**config.mk**
```make
export PLATFORM = sky130hd
export DESIGN_NAME = mem_access_unit
export DESIGN_NICKNAME = d
export VERILOG_FILES = /design/src/rtl/mem_access_unit.sv
export SDC_FILE = /design/constraint.sdc
export NUM_CORES = 1
export LEC_CHECK = 0
export BUFFER_PORTS_ARGS = -buffer_cell sky130_fd_sc_hd__clkbuf_2
export CELL_PAD_IN_SITES_DETAIL_PLACEMENT = 1
export CELL_PAD_IN_SITES_GLOBAL_PLACEMENT = 2
export CORE_UTILIZATION = 32
export CTS_BUF_LIST = sky130_fd_sc_hd__clkbuf_2 sky130_fd_sc_hd__clkbuf_4 sky130_fd_sc_hd__clkbuf_8
export DETAILED_ROUTE_END_ITERATION = 8
export PLACE_DENSITY = 0.88
export SYNTH_ARGS = -nofsm -noshare
export SYNTH_HDL_FRONTEND = slang
export SYNTH_SLANG_ARGS = --single-unit
```
**constraint.sdc**
```tcl
create_clock -name clk -period 5.9 [get_ports clk]
set_input_delay 0.59 -clock clk [delete_from_list [all_inputs] [get_ports clk]]
set_output_delay 0.59 -clock clk [all_outputs]
set_load 0.005 [all_outputs]
```
**src/rtl/mem_access_unit.sv**
```systemverilog
// rtl/mem_access_unit.sv - memory-side sequencer with IR/MDR ownership and core stall generation
module mem_access_unit #(
    parameter int MAX_WAIT = 255
) (
    input  logic        clk,
    input  logic        rst,
    input  logic        cpu_req,
    input  logic        cpu_we,
    input  logic        cpu_iord,
    input  logic        cpu_irwrite,
    input  logic [31:0] cpu_addr,
    input  logic [31:0] cpu_wdata,
    output logic        clk_en,
    output logic [31:0] instr,
    output logic [5:0]  opcode,
    output logic [5:0]  funct,
    output logic [31:0] mdr,
    output logic        err,
    output logic        mem_req,
    output logic        mem_we,
    output logic [31:0] mem_addr,
    output logic [31:0] mem_wdata,
    input  logic        mem_ack,
    input  logic [31:0] mem_rdata
);
    localparam int CW = $clog2(MAX_WAIT + 1);
    localparam logic [CW-1:0] CNT_LAST = CW'(MAX_WAIT - 1);
    localparam logic [CW-1:0] CNT_SAT  = CW'(MAX_WAIT);

    typedef enum logic [1:0] {S_IDLE, S_WAIT, S_DONE, S_HALT} state_t;

    state_t        state;
    logic [CW-1:0] wait_cnt;
    logic          lat_iord;
    logic          lat_irwrite;

    // Non-memory control states run at full rate; DONE releases the core for one step.
    assign clk_en = !rst && ((state == S_IDLE && !cpu_req) || state == S_DONE);
    assign opcode = instr[31:26];
    assign funct  = instr[5:0];

    always_ff @(posedge clk or posedge rst) begin
        if (rst) begin
            state       <= S_IDLE;
            wait_cnt    <= '0;
            lat_iord    <= 1'b0;
            lat_irwrite <= 1'b0;
            instr       <= '0;
            mdr         <= '0;
            err         <= 1'b0;
            mem_req     <= 1'b0;
            mem_we      <= 1'b0;
            mem_addr    <= '0;
            mem_wdata   <= '0;
        end else begin
            case (state)
                S_IDLE: begin
                    if (cpu_req) begin
                        lat_iord    <= cpu_iord;
                        lat_irwrite <= cpu_irwrite;
                        mem_req     <= 1'b1;
                        mem_we      <= cpu_we;
                        mem_addr    <= cpu_addr;
                        mem_wdata   <= cpu_wdata;
                        wait_cnt    <= '0;
                        state       <= S_WAIT;
                    end
                end
                S_WAIT: begin
                    if (mem_ack) begin
                        mem_req <= 1'b0;
                        // mem_we still holds the latched write flag; stores capture nothing
                        if (!mem_we) begin
                            if (lat_irwrite && !lat_iord) begin
                                instr <= mem_rdata;
                            end else if (lat_iord) begin
                                mdr <= mem_rdata;
                            end
                        end
                        state <= S_DONE;
                    end else if (wait_cnt == CNT_LAST) begin
                        err     <= 1'b1;
                        mem_req <= 1'b0;
                        state   <= S_HALT;
                    end else if (wait_cnt != CNT_SAT) begin
                        wait_cnt <= wait_cnt + CW'(1);
                    end
                end
                S_DONE: begin
                    state <= S_IDLE;
                end
                S_HALT: begin
                    mem_req <= 1'b0;
                    state   <= S_HALT;
                end
                default: begin
                    state <= S_IDLE;
                end
            endcase
        end
    end
endmodule

```
==> Word-level counts from Yosys, hierarchy flattened <==
Index checks and enable logic that the tools add are counted.
{ "classes": {"bitwise": 3, "multipliers": 0, "n_eq_ne": 10, "n_div": 0, "n_addsub": 1, "shift": 0, "muxes": 13, "order_cmp": 0, "n_reduce_logical": 17} }
{ "ops": {"columns": ["operator", "count"], "rows": [
  ["$mux 8", 4],
  ["$pmux 8 s2", 1],
  ["$reduce_and 5->1", 2],
  ["$add 8x1->8 const B", 1],
  ["$eq 8x8->1 const B", 1],
  ["$ne 2x2->1 const B", 4],
  ["$ne 8x8->1 const B", 1],
  ["$pmux 2 s4", 1],
  ["$mux 2", 3],
  ["$reduce_and 3->1", 2],
  ["$eq 2x2->1 const B", 2],
  ["$reduce_and 2->1", 2],
  ["$reduce_and 4->1", 1],
  ["$logic_and 1x1->1", 3],
  ["$logic_not 1->1", 3],
  ["$mux 1", 3],
  ["$ne 3x3->1 const B", 1],
  ["$not 1->1", 3],
  ["$pmux 1 s3", 1],
  ["$reduce_bool 3->1", 1],
  ["$eq 2x1->1 const B", 1],
  ["$logic_not 2->1", 1],
  ["$reduce_bool 2->1", 1],
  ["$logic_or 1x1->1", 1]
]} }
{ "totals": {"romBits": 0, "ram_bits": 0, "regBits": 143, "out_inout_bits": 144, "latch_bits": 0, "mem_count": 0} }

==> Longest topological paths before layout <==
Gate-level depths: netlist (run 1).
{ "logic_depth": {"ltp_word": 5, "depth_mapped": 6, "depth_no_buf": 6} }

==> Worst setup path before layout (run 1) <==
OpenSTA, ideal clock, no wires.
{ "synth_path": {"path_kind": "in2reg", "start": "input cpu_req", "end": "register mem_wdata[1]", "t_arrival_ps": 1718, "slack_ps": 4057, "path_stages": 6, "n_path_buf": 3, "cell_sequence": "nor2b_1 > nor2b_1 > buf_2 > buf_4 > buf_4 > mux2_2"} }
{ "synth_via": {"elab_chain_cells": 1} }
{ "synth_rtl": {"columns": ["element", "line_no", "rtl"], "rows": [
  ["start, declared", "7", "input logic cpu_req,"],
  ["$reduce_and 2->1 (no source line)", null, null],
  ["end signal, assigned", "64", "mem_wdata <= cpu_wdata;"],
  ["end, declared", "22", "output logic [31:0] mem_wdata,"]
]} }
Every way passes these cells.
A chain may end at the register's enable or synchronous reset.

==> Worst setup path after layout (run 1) <==
{ "layout_path": {"start": "register state[1]", "end": "register lat_iord"} }
{ "layout_via": {"elab_chain_cells": 2} }
{ "layout_rtl": {"columns": ["element", "line_no", "rtl"], "rows": [
  ["start, declared", "32", "state_t state;"],
  ["start signal, assigned", "44", "state <= S_IDLE;"],
  ["start signal, assigned", "66", "state <= S_WAIT;"],
  ["start signal, assigned", "80", "state <= S_DONE;"],
  ["$logic_not 2->1", "56", "case (state)"],
  ["$reduce_and 2->1 (no source line)", null, null],
  ["end signal, assigned", "59", "lat_iord <= cpu_iord;"],
  ["end, declared", "34", "logic lat_iord;"]
]} }
Every way passes these cells.

==> results of run 1 <==
-- layout make-up --
type | instances | area (um^2)
fill | 1892 | 9854
inverter | 6 | 27.53
clock inverter | 10 | 160.2
timing repair buffer | 248 | 1246
tap | 225 | 281.5
clock buffer | 22 | 284.0
multi-input combinational | 186 | 1864
sequential | 143 | 3578
-- cells in the final DEF, fill, tap and decap left out, drive strengths merged, types with 3 or more instances in the layout --
| master | count |
|---|---|
| nor3 | 3 |
| bufinv | 4 |
| inv | 6 |
| a21oi | 5 |
| mux2 | 132 |
| dfrtp | 143 |
| nor2 | 7 |
| o21ai | 4 |
| nand2 | 4 |
| nand3 | 5 |
| nor2b | 3 |
| clkinv | 5 |
| clkbuf | 268 |
-- path summary, 6_finish.rpt --
check | to | depth (start not counted)
worst max-delay path | lat_iord$_DFFE_PP0P_ | 4
worst min-delay path | err$_DFFE_PP0P_ | 2
worst max register to register | lat_iord$_DFFE_PP0P_ | 4
worst min register to register | mem_wdata[0]$_DFFE_PP0P_ | 1
max in group asynchronous | instr[1]$_DFFE_PP0P_ | 3
min in group clk | mem_addr[30]$_DFFE_PP0P_ | 2
-- worst reg2reg max path: stages, from the launching register on --
cell     delay [ns]
dfrtp_1        0.44
nor2b_1        0.28
nor2b_4        0.80
buf_4          0.55
mux2_2         0.42
-- synth_stat cells, types with 2 or more instances --
cell,count,area share
buf_2,4,0.0035
o22ai_1,2,0.0022
buf_6,6,0.012
mux2_1,4,0.0079
mux2_4,2,0.0053
mux2_2,126,0.25
nor2b_1,3,0.0033
nor3_1,3,0.0026
a31oi_1,2,0.0022
inv_1,6,0.0040
nand2_1,3,0.0020
buf_4,16,0.021
nand3_1,5,0.0044
o21a_1,2,0.0026
ha_1,2,0.0044
dfrtp_1,143,0.63
xnor2_1,2,0.0031
a21oi_1,5,0.0044
a21boi_0,2,0.0026
nor2_1,7,0.0046
o21ai_0,4,0.0035
-- per-stage QoR --
stage,std cells,hold WS (ns),utilization
detailed placement,808,0.4797,0.4046
finish,840,0.2392,0.4303
floorplan,361,0.4678,-
global route,840,0.2719,0.4303
CTS,840,0.2481,0.4303
global placement,808,0.4639,0.4046
-- kinds of logic after synthesis --
| family | Yosys count | share of synthesized area |
|---|---|---|
| flops | 143 | 0.6316 |
| mux | 132 | 0.2637 |
| buf+inv | 32 | 0.04064 |
| simple gates | 29 | 0.03203 |
| compound gates | 21 | 0.02451 |
| xor+xnor | 2 | 0.003092 |
| fa+ha+maj | 2 | 0.004416 |
-- layer usage --
metal | share of wire | GRT usage | vias up
met3 | 0.050 | 0.04354 | 11
met1 | 0.39 | 0.1834 | 1923
met4 | 0.011 | 0.04432 | 0
li1 | - | - | 1735
met5 | 0 | 0 | -
met2 | 0.55 | 0.2921 | 133
-- where the power goes --
| group | internal [W] | total, W | leakage [nW] | switching, W |
|---|---|---|---|---|
| logic | 0.000794 | 0.00136 | 1.75 | 0.000562 |
| registers | 0.00146 | 0.00175 | 1.74 | 0.000290 |
| clock network | 0.000497 | 0.000868 | 0.227 | 0.000371 |
| total | 0.00275 | 0.00397 | 3.71 | 0.00122 |
-- flip-flops by register name, indices dropped and copies added, names as in the netlist --
name	count
mem_we	1
err	1
lat_irwrite	1
instr	32
lat_iord	1
mem_addr	32
state	2
mem_req	1
mem_wdata	32
wait_cnt	8
mdr	32
==> impl_metrics.ini, run 1 <==
[yosys]
ys_types = 33
synth_edf_count = 0
ys_warn_count = 0
avgSynthCellArea_um2 = 15.69
synthArstFlopShare = 1.000
syn_area_um2 = 5665
synthFlopType = dfrtp_1
yosysSeqAreaShare = 0.6316
ys_ff_latch = 143
syn-num-nets = 466
synth_cells = 361

[setup_path]
slowest_delay_ns = 0.80
cp_max_fo = 37
cp-start-kind = register
path_class = register to register
slowest_stage = nor2b_4
worstPathArrival_ns = 2.91
rrSetupSlack_ns = 3.30
cp_cell_sequence = nor2b_1 > nor2b_4 > buf_4 > mux2_2
crit_start = state[1]$_DFFE_PP0P_
required_ns = 6.21
cp_num_buf_inv = 1
r2r_start = state[1]$_DFFE_PP0P_
crit_family = simple AND/OR/NAND/NOR gates
critPathCaptureType = register

[cells_and_area]
drive_gt1_frac = 0.6780
design_area_um2 = 7442
diodes = 0
fin_nets = 707
syn2layout_area_growth_pct = 31.36

[clock_tree]
ctsHoldBuffers = 0
clock_tree.root_cell = clkbuf_8
clock_latency_ns = 0.43
clkSinkCount = 143
cts-resized-gates = 0
post_cts_buffers = 0
cts_made_buffers = 17
h-tree-depth = 4
cts_buffer_depth = 2
cts_tree = built
path_clk_slew_ns = 0.08

[timing]
setup_viol = 0
tns_ns = 0
period_minus_slack_ns = 2.603
post-route-period-util = 0.4412
maxSlewHeadroom = 0.3404
fin_skew_ns = 0.009950
clock.fmax_mhz = 384.1
worstMarginPinSlew_ns = 0.9893
setup_ws_ns = 3.297
slew_violations = 0
hold_violations = 0
rsz0062_at_grt = false

[floorplanning]
die_x_um = 135.1
fp-row-count = 48
initial_utilization = 0.3275
die_y_um = 135.1
io_pins = 247
die-area_um2 = 18240
core_um2 = 17300

[power_and_ir_drop]
finalPower_w = 0.003972
peakVddDrop_uv = 208.8
power_density_nw_per_um2 = 533.7
p_leak_nw = 3.714

[outcome]
status = finished, final reports clean

[run]
max_cap_violations = 0

[route]
drtIter0Drc = 135
drtAntennaViolNets = 0
dr_total_vias = 3802
detail_route.vias_per_cell = 4.526
routed_wl_um = 14060
drc = 0
wl_per_cell_um = 16.74
dr.pass1.iters = 4

[place]
pre_cts_ws_ns = 3.032
dpl_cell_area_um2 = 6998
portBuffers = 246
dp_hpwl_um = 10370
gp_congestion = 0.7868

[global_route]
grtUsageTotal = 0.1604
antenna_found_initial = 0
grt_max_degree = 78
grt_first_pass_wirelength_um = 22380
grt_pass1_vias = 4201
overflow = 0

[worst_hold_path]
hold_class = primary input to asynchronous set/reset pin
Power figures use the tool's default switching activity.
==> run 2: changes to the inputs <==
--- a/config.mk
+++ b/config.mk
@@ -5,10 +5,11 @@
 export SDC_FILE = /design/constraint.sdc
 export NUM_CORES = 1
 export LEC_CHECK = 0
+export ABC_AREA = 1
 export BUFFER_PORTS_ARGS = -buffer_cell sky130_fd_sc_hd__clkbuf_2
 export CELL_PAD_IN_SITES_DETAIL_PLACEMENT = 1
 export CELL_PAD_IN_SITES_GLOBAL_PLACEMENT = 2
-export CORE_UTILIZATION = 32
+export CORE_UTILIZATION = 28
 export CTS_BUF_LIST = sky130_fd_sc_hd__clkbuf_2 sky130_fd_sc_hd__clkbuf_4 sky130_fd_sc_hd__clkbuf_8
 export DETAILED_ROUTE_END_ITERATION = 8
 export PLACE_DENSITY = 0.88
==> constraint.sdc (replaced) <==
create_clock -name clk -period 2.7 [get_ports clk]
set_input_delay 0.27 -clock clk [delete_from_list [all_inputs] [get_ports clk]]
set_output_delay 0.27 -clock clk [all_outputs]
set_load 0.005 [all_outputs]
==> run 2 against run 1 <==
  * Maximum frequency increased by 28%
  * Die area increased by 17%
  * Cell count increased by 36%
  * Combinational power shrank 89%
  * Clock skew up 0.0034 ns
  * Sequential share of layout area shrank 1.0 points
  * First-iteration DRC count up 48%
  * Register-to-register slack got worse by 2.6 ns
  * Synthesized area rose by 2.7%
  * Sequential power is 22% higher
  * Power is 0.36% lower
  * Clock power grew 92%
==> impl_metrics.ini, run 2 <==
[setup_path]
worstPathArrival_ns = 2.33
cp-start-kind = register
path_class = register to register
r2r_start = state[0]$_DFFE_PP0P_
critPathCaptureType = register
ff2ff_path_depth = 7
crit_start = state[0]$_DFFE_PP0P_
required_ns = 2.99
cp_max_fo = 64
r2r_end = instr[5]$_DFFE_PP0P_
rrSetupSlack_ns = 0.66

[worst_hold_path]
hold-path-cell-count = 3
hold_path_end = mem_addr[18]$_DFFE_PP0P_
hold_class = primary input to register
holdCritStartpoint = cpu_addr[18]

[floorplanning]
initial_utilization = 0.2866
die_y_um = 146.1
io_pins = 247
fp-row-count = 52
die_x_um = 146.1
die-area_um2 = 21360
core_um2 = 20300

[timing]
tns_ns = 0
worstMarginPinSlew_ns = 0.7411
setup_viol = 0
period_minus_slack_ns = 2.040
hold_violations = 0
maxSlewHeadroom = 0.5059
fin_skew_ns = 0.01337
slew_violations = 0
rsz0062_at_grt = false
setup_ws_ns = 0.6605
clock.fmax_mhz = 490.3
post-route-period-util = 0.7554

[yosys]
synth_area_leaders = dfrtp_1 62%, nand2_1 15%, nand3_1 6.5%
synthArstFlopShare = 1.000
netlist_top_cells_count = 226 x nand2_1, 143 x dfrtp_1, 76 x nand3_1, 50 x o21ai_1, 41 x inv_1
yosysTopAreaCellShare = 0.6152
ys_ff_latch = 143
synth_edf_count = 0
syn_area_um2 = 5817
synthFlopType = dfrtp_1
synth_most_common_cell = nand2_1
synth_largest_area_cell = dfrtp_1
yosysSeqAreaShare = 0.6152
ys_warn_count = 0
syn-num-nets = 741
ys_types = 24
avgSynthCellArea_um2 = 9.146
synth_cells = 636

[place]
gp_congestion = 0.7584
placed_cells = 1111
portBuffers = 246
dp_hpwl_um = 11900
pre_cts_ws_ns = 0.6646

[global_route]
grt_first_pass_wirelength_um = 27350
grtUsageTotal = 0.1618
grt_pass1_vias = 5204
grt_max_degree = 78
overflow = 0
antenna_found_initial = 0

[cells_and_area]
final_cell_mix = 246 x clkbuf_2, 226 x nand2_1, 143 x dfrtp_1
syn2layout_area_growth_pct = 30.67
drive_gt1_frac = 0.3391
fin_nets = 966
fill_cells = 2524
final_core_util = 0.3744
fin_cells = 1143
final_common_cell = clkbuf_2
diodes = 0

[outcome]
status = finished, final reports clean

[route]
routed_wl_um = 16570
drtAntennaViolNets = 0
drtIter0Drc = 200
wl_per_cell_um = 14.50
drc = 0
dr_total_vias = 5015
dr.pass1.iters = 4
detail_route.vias_per_cell = 4.388

[clock_tree]
cts_buffer_depth = 2
clock_latency_ns = 0.43
cts_made_buffers = 17
path_clk_slew_ns = 0.09
clkSinkCount = 143
post_cts_buffers = 0
h-tree-depth = 4
ctsHoldBuffers = 1
cts-resized-gates = 0
clock_tree.root_cell = clkbuf_8
cts_tree = built

[power_and_ir_drop]
peakVddDrop_uv = 268.0
p_leak_nw = 4.334
power_density_nw_per_um2 = 520.6

[run]
max_cap_violations = 0
==> run 2: changes by cell type after synthesis, moves of 4 or more <==
cell | before | now
mux2_1 | 4 | 0
o21ai_0 | 4 | 22
nand3_1 | 5 | 76
nand2_1 | 3 | 226
inv_1 | 6 | 41
clkbuf_1 | 0 | 5
buf_1 | 0 | 6
o21ai_1 | 0 | 50
buf_2 | 4 | 15
mux2_2 | 126 | 0
==> run 2: cell families after synthesis <==
logic type      share of synthesized area
compound gates                    0.06840
xor+xnor                         0.001506
fa+ha+maj                        0.004301
buf+inv                           0.07765
flops                              0.6152
simple gates                       0.2330
==> run 2: layout make-up <==
class / instances / area, um^2 / area share
inverters: 43 / 165.2 / 0.02173
clock inverters: 13 / 128.9 / 0.01695
flip-flops and latches: 143 / 3578 / 0.4708
repair buffers: 254 / 1356 / 0.1784
well taps: 270 / 337.8 / 0.04444
multi-input cells: 402 / 1787 / 0.2351
clock buffers: 18 / 247.7 / 0.03259
==> run 2: per-stage QoR <==
stage	total power [W]	hold slack [ns]	cell area, um^2
after global placement	0.002329	0.4404	7214
after floorplan	0.002229	0.4146	5821
final	0.003957	0.05209	7601
after CTS	0.004047	0.01244	7601
after global routing	0.004148	0.02217	7601
after detailed placement	0.002331	0.4423	7214
==> run 2: worst max path at each step <==
stage	to	cells past startpoint
3_5_place_dp	instr[5]$_DFFE_PP0P_	7
3_3_place_gp	instr[28]$_DFFE_PP0P_	7
5_1_grt	instr[26]$_DFFE_PP0P_	7
6_report	instr[5]$_DFFE_PP0P_	7
2_1_floorplan	err$_DFFE_PP0P_	1
4_1_cts	instr[5]$_DFFE_PP0P_	7
==> run 2: layer usage <==
metal  GRT usage  wire length (um)
met1      0.2032              7355
met2      0.2586              7553
met3     0.06125              1436
met4     0.04688               228
met5           0                 0
==> run 2: report_power, final <==
part | total (W) | internal (W) | switching, W
sequential | 0.00214 | 0.00214 | 0.000000454
combinational | 0.000144 | 0.0000636 | 0.0000806
clock | 0.00167 | 0.000768 | 0.000904
total | 0.00396 | 0.00297 | 0.000985
==> run 2: worst max-delay path, cell delays in order (launching register included) <==
cell	delay [ns]
dfrtp_1	0.37
inv_2	0.14
nor2_8	0.19
nand2_2	0.12
nor2_4	0.15
nand3_4	0.54
nand2_1	0.25
o21ai_1	0.09
==> run 3: changes to the inputs <==
--- a/config.mk
+++ b/config.mk
@@ -9,10 +9,10 @@
 export BUFFER_PORTS_ARGS = -buffer_cell sky130_fd_sc_hd__clkbuf_2
 export CELL_PAD_IN_SITES_DETAIL_PLACEMENT = 1
 export CELL_PAD_IN_SITES_GLOBAL_PLACEMENT = 2
-export CORE_UTILIZATION = 28
+export CORE_UTILIZATION = 25
 export CTS_BUF_LIST = sky130_fd_sc_hd__clkbuf_2 sky130_fd_sc_hd__clkbuf_4 sky130_fd_sc_hd__clkbuf_8
 export DETAILED_ROUTE_END_ITERATION = 8
-export PLACE_DENSITY = 0.88
+export PLACE_DENSITY = 0.83
 export SYNTH_ARGS = -nofsm -noshare
 export SYNTH_HDL_FRONTEND = slang
 export SYNTH_SLANG_ARGS = --single-unit
==> constraint.sdc (replaced) <==
create_clock -name clk -period 1.8 [get_ports clk]
set_input_delay 0.18 -clock clk [delete_from_list [all_inputs] [get_ports clk]]
set_output_delay 0.18 -clock clk [all_outputs]
set_load 0.005 [all_outputs]
==> run 3 against run 2 <==
  * Clock power is 66% higher
  * Cell count is 11% higher
  * Die area is 12% higher
  * Combinational power grew to 2.8 times the previous value
  * Sequential cell count stayed put
  * Non-clock buffer count is 106 higher
  * Power is 61% higher
  * Global-route usage is 0.39 points higher
  * Final area is 15% higher
  * Clock skew is 0.0026 ns lower
  * Via count is 8.5% higher
  * First-iteration DRC count is 9.0% lower
  * Critical path type is now register to output pin
  * Critical endpoint is now clk_en
==> impl_metrics.ini, run 3 (synthesized netlist as in run 2, its figures left out) <==
[outcome]
status = finished, final reports clean

[floorplanning]
core_um2 = 22710
initial_utilization = 0.2561
fp-row-count = 55
io_pins = 247
die_y_um = 154.5
die-area_um2 = 23880
die_x_um = 154.5

[setup_path]
slowest_delay_ns = 0.40
critPathCaptureType = output pin
worstPathArrival_ns = 1.47
cp_max_fo = 8
cp_cell_sequence = inv_2 > buf_6 > nand2_1 > nor2_1 > clkbuf_2
required_ns = 1.62
cp-start-kind = register
slowest_stage = dfrtp_1
path_class = register to output pin

[worst_hold_path]
hold_class = primary input to register

[cells_and_area]
final_common_cell = clkbuf_2
final_core_util = 0.3843
final_cell_mix = 246 x clkbuf_2, 226 x nand2_1, 143 x dfrtp_1
fin_cells = 1267
fill_cells = 2696
seq_area_um2 = 3578
drive_gt1_frac = 0.3112
fin_nets = 1072
multi_input_area_um2 = 1787
syn2layout_area_growth_pct = 50.03

[clock_tree]
clock_latency_ns = 0.44
clkSinkCount = 143
cts_buffer_depth = 2
cts_tree = built
h-tree-depth = 4
cts_made_buffers = 17
clock_tree.root_cell = clkbuf_8
path_clk_slew_ns = 0.08
post_cts_buffers = 0

[timing]
rsz0062_at_grt = false
slew_violations = 0
post-route-period-util = 0.9166
maxSlewHeadroom = 0.6422
clock.fmax_mhz = 606.1
fin_skew_ns = 0.01074
period_minus_slack_ns = 1.650
hold_violations = 0
setup_viol = 0
worstMarginPinSlew_ns = 0.5355

[power_and_ir_drop]
swShare = 0.2337
net-switching-power_w = 0.001493
pwr-share-seq = 0.502
finalPower_w = 0.006390
p_leak_nw = 4.816
comb_power_share = 0.063
power_density_nw_per_um2 = 732.2
intPower_w = 0.004897
clockPowerShare = 0.434
peakVddDrop_uv = 311.3

[global_route]
met3_usage = 0.05156
grt_max_degree = 65
grt_pass1_vias = 5848
use_met1 = 0.2038
grt_first_pass_wirelength_um = 30930
grtUsageTotal = 0.1657
antenna_found_initial = 2
use_met2 = 0.2764
top_usage_layer = met2
overflow = 0

[route]
drtIter0Drc = 182
wl_per_cell_um = 14.90
routed_wl_um = 18880
drtAntennaViolNets = 0
dr.pass1.iters = 4
detail_route.vias_per_cell = 4.295
dr_total_vias = 5442
drc = 0

[place]
dp_hpwl_um = 12360
portBuffers = 246
placed_cells = 1134
gp_congestion = 0.7324

[run]
max_cap_violations = 0
## run 3: path summary, 6_finish.rpt
path | startpoint | endpoint | slack, ns | depth (start not counted)
max | state[0]$_DFFE_PP0P_ | clk_en | 0.15 | 5
min | mem_rdata[6] | mdr[6]$_DFFE_PP0P_ | 0.03 | 3
max reg2reg | wait_cnt[0]$_DFFE_PP0P_ | wait_cnt[3]$_DFFE_PP0P_ | 0.32 | 6
min reg2reg | mem_addr[12]$_DFFE_PP0P_ | mem_addr[12]$_DFFE_PP0P_ | 0.47 | 2
max in group asynchronous | rst | mdr[10]$_DFFE_PP0P_ | 0.82 | 4
min in group asynchronous | rst | mem_addr[20]$_DFFE_PP0P_ | 0.35 | 3
## run 3: routing by layer
metal | vias to the layer above | routed length (um)
li1 | 2665 | -
met1 | 2558 | 8400
met2 | 197 | 8922
met3 | 22 | 1292
met4 | 0 | 269
met5 | - | 0
## run 3: worst max-delay path: cells and delay by family (launching register included)
family	cells	cell delay, ns
AND/OR/NAND/NOR	2	0.25
flip-flops	1	0.40
buffers and inverters	3	0.40
## run 3: power groups by stage
stage               logic [W]  clock network, W  registers [W]
finish               0.000403           0.00278        0.00321
floorplan           0.0000679                 0        0.00328
global route         0.000443           0.00305        0.00321
global placement     0.000228                 0        0.00327
CTS                  0.000405           0.00291        0.00321
detailed placement   0.000231                 0        0.00327
## run 3: final cells by class
class / count / area share
multi-input combinational: 402 / 0.2047
inverter: 43 / 0.01892
clock inverter: 13 / 0.01835
timing repair buffer: 360 / 0.2766
sequential: 143 / 0.4100
tap: 285 / 0.04086
clock buffer: 19 / 0.02996
antenna: 2 / 0.0005735
## run 3: timing repair
item | 4_1_cts | 5_1_grt
setup endpoints to repair | 0 | 1
gates resized for setup | 0 | 1
endpoints found under the hold margin | 142 | 0
hold buffers | 99 | 0
## run 3: per-stage QoR
stage               hold slack, ns  setup TNS [ns]  area (um^2)  setup WS (ns)
global route               0.01010               0         8727        0.01606
global placement            0.2566               0         7306         0.3651
CTS                       0.001744               0         8718        0.06718
detailed placement          0.2590               0         7306         0.3252
floorplan                   0.3246          -24.46         5821        -0.1711
finish                     0.02859               0         8727         0.1501
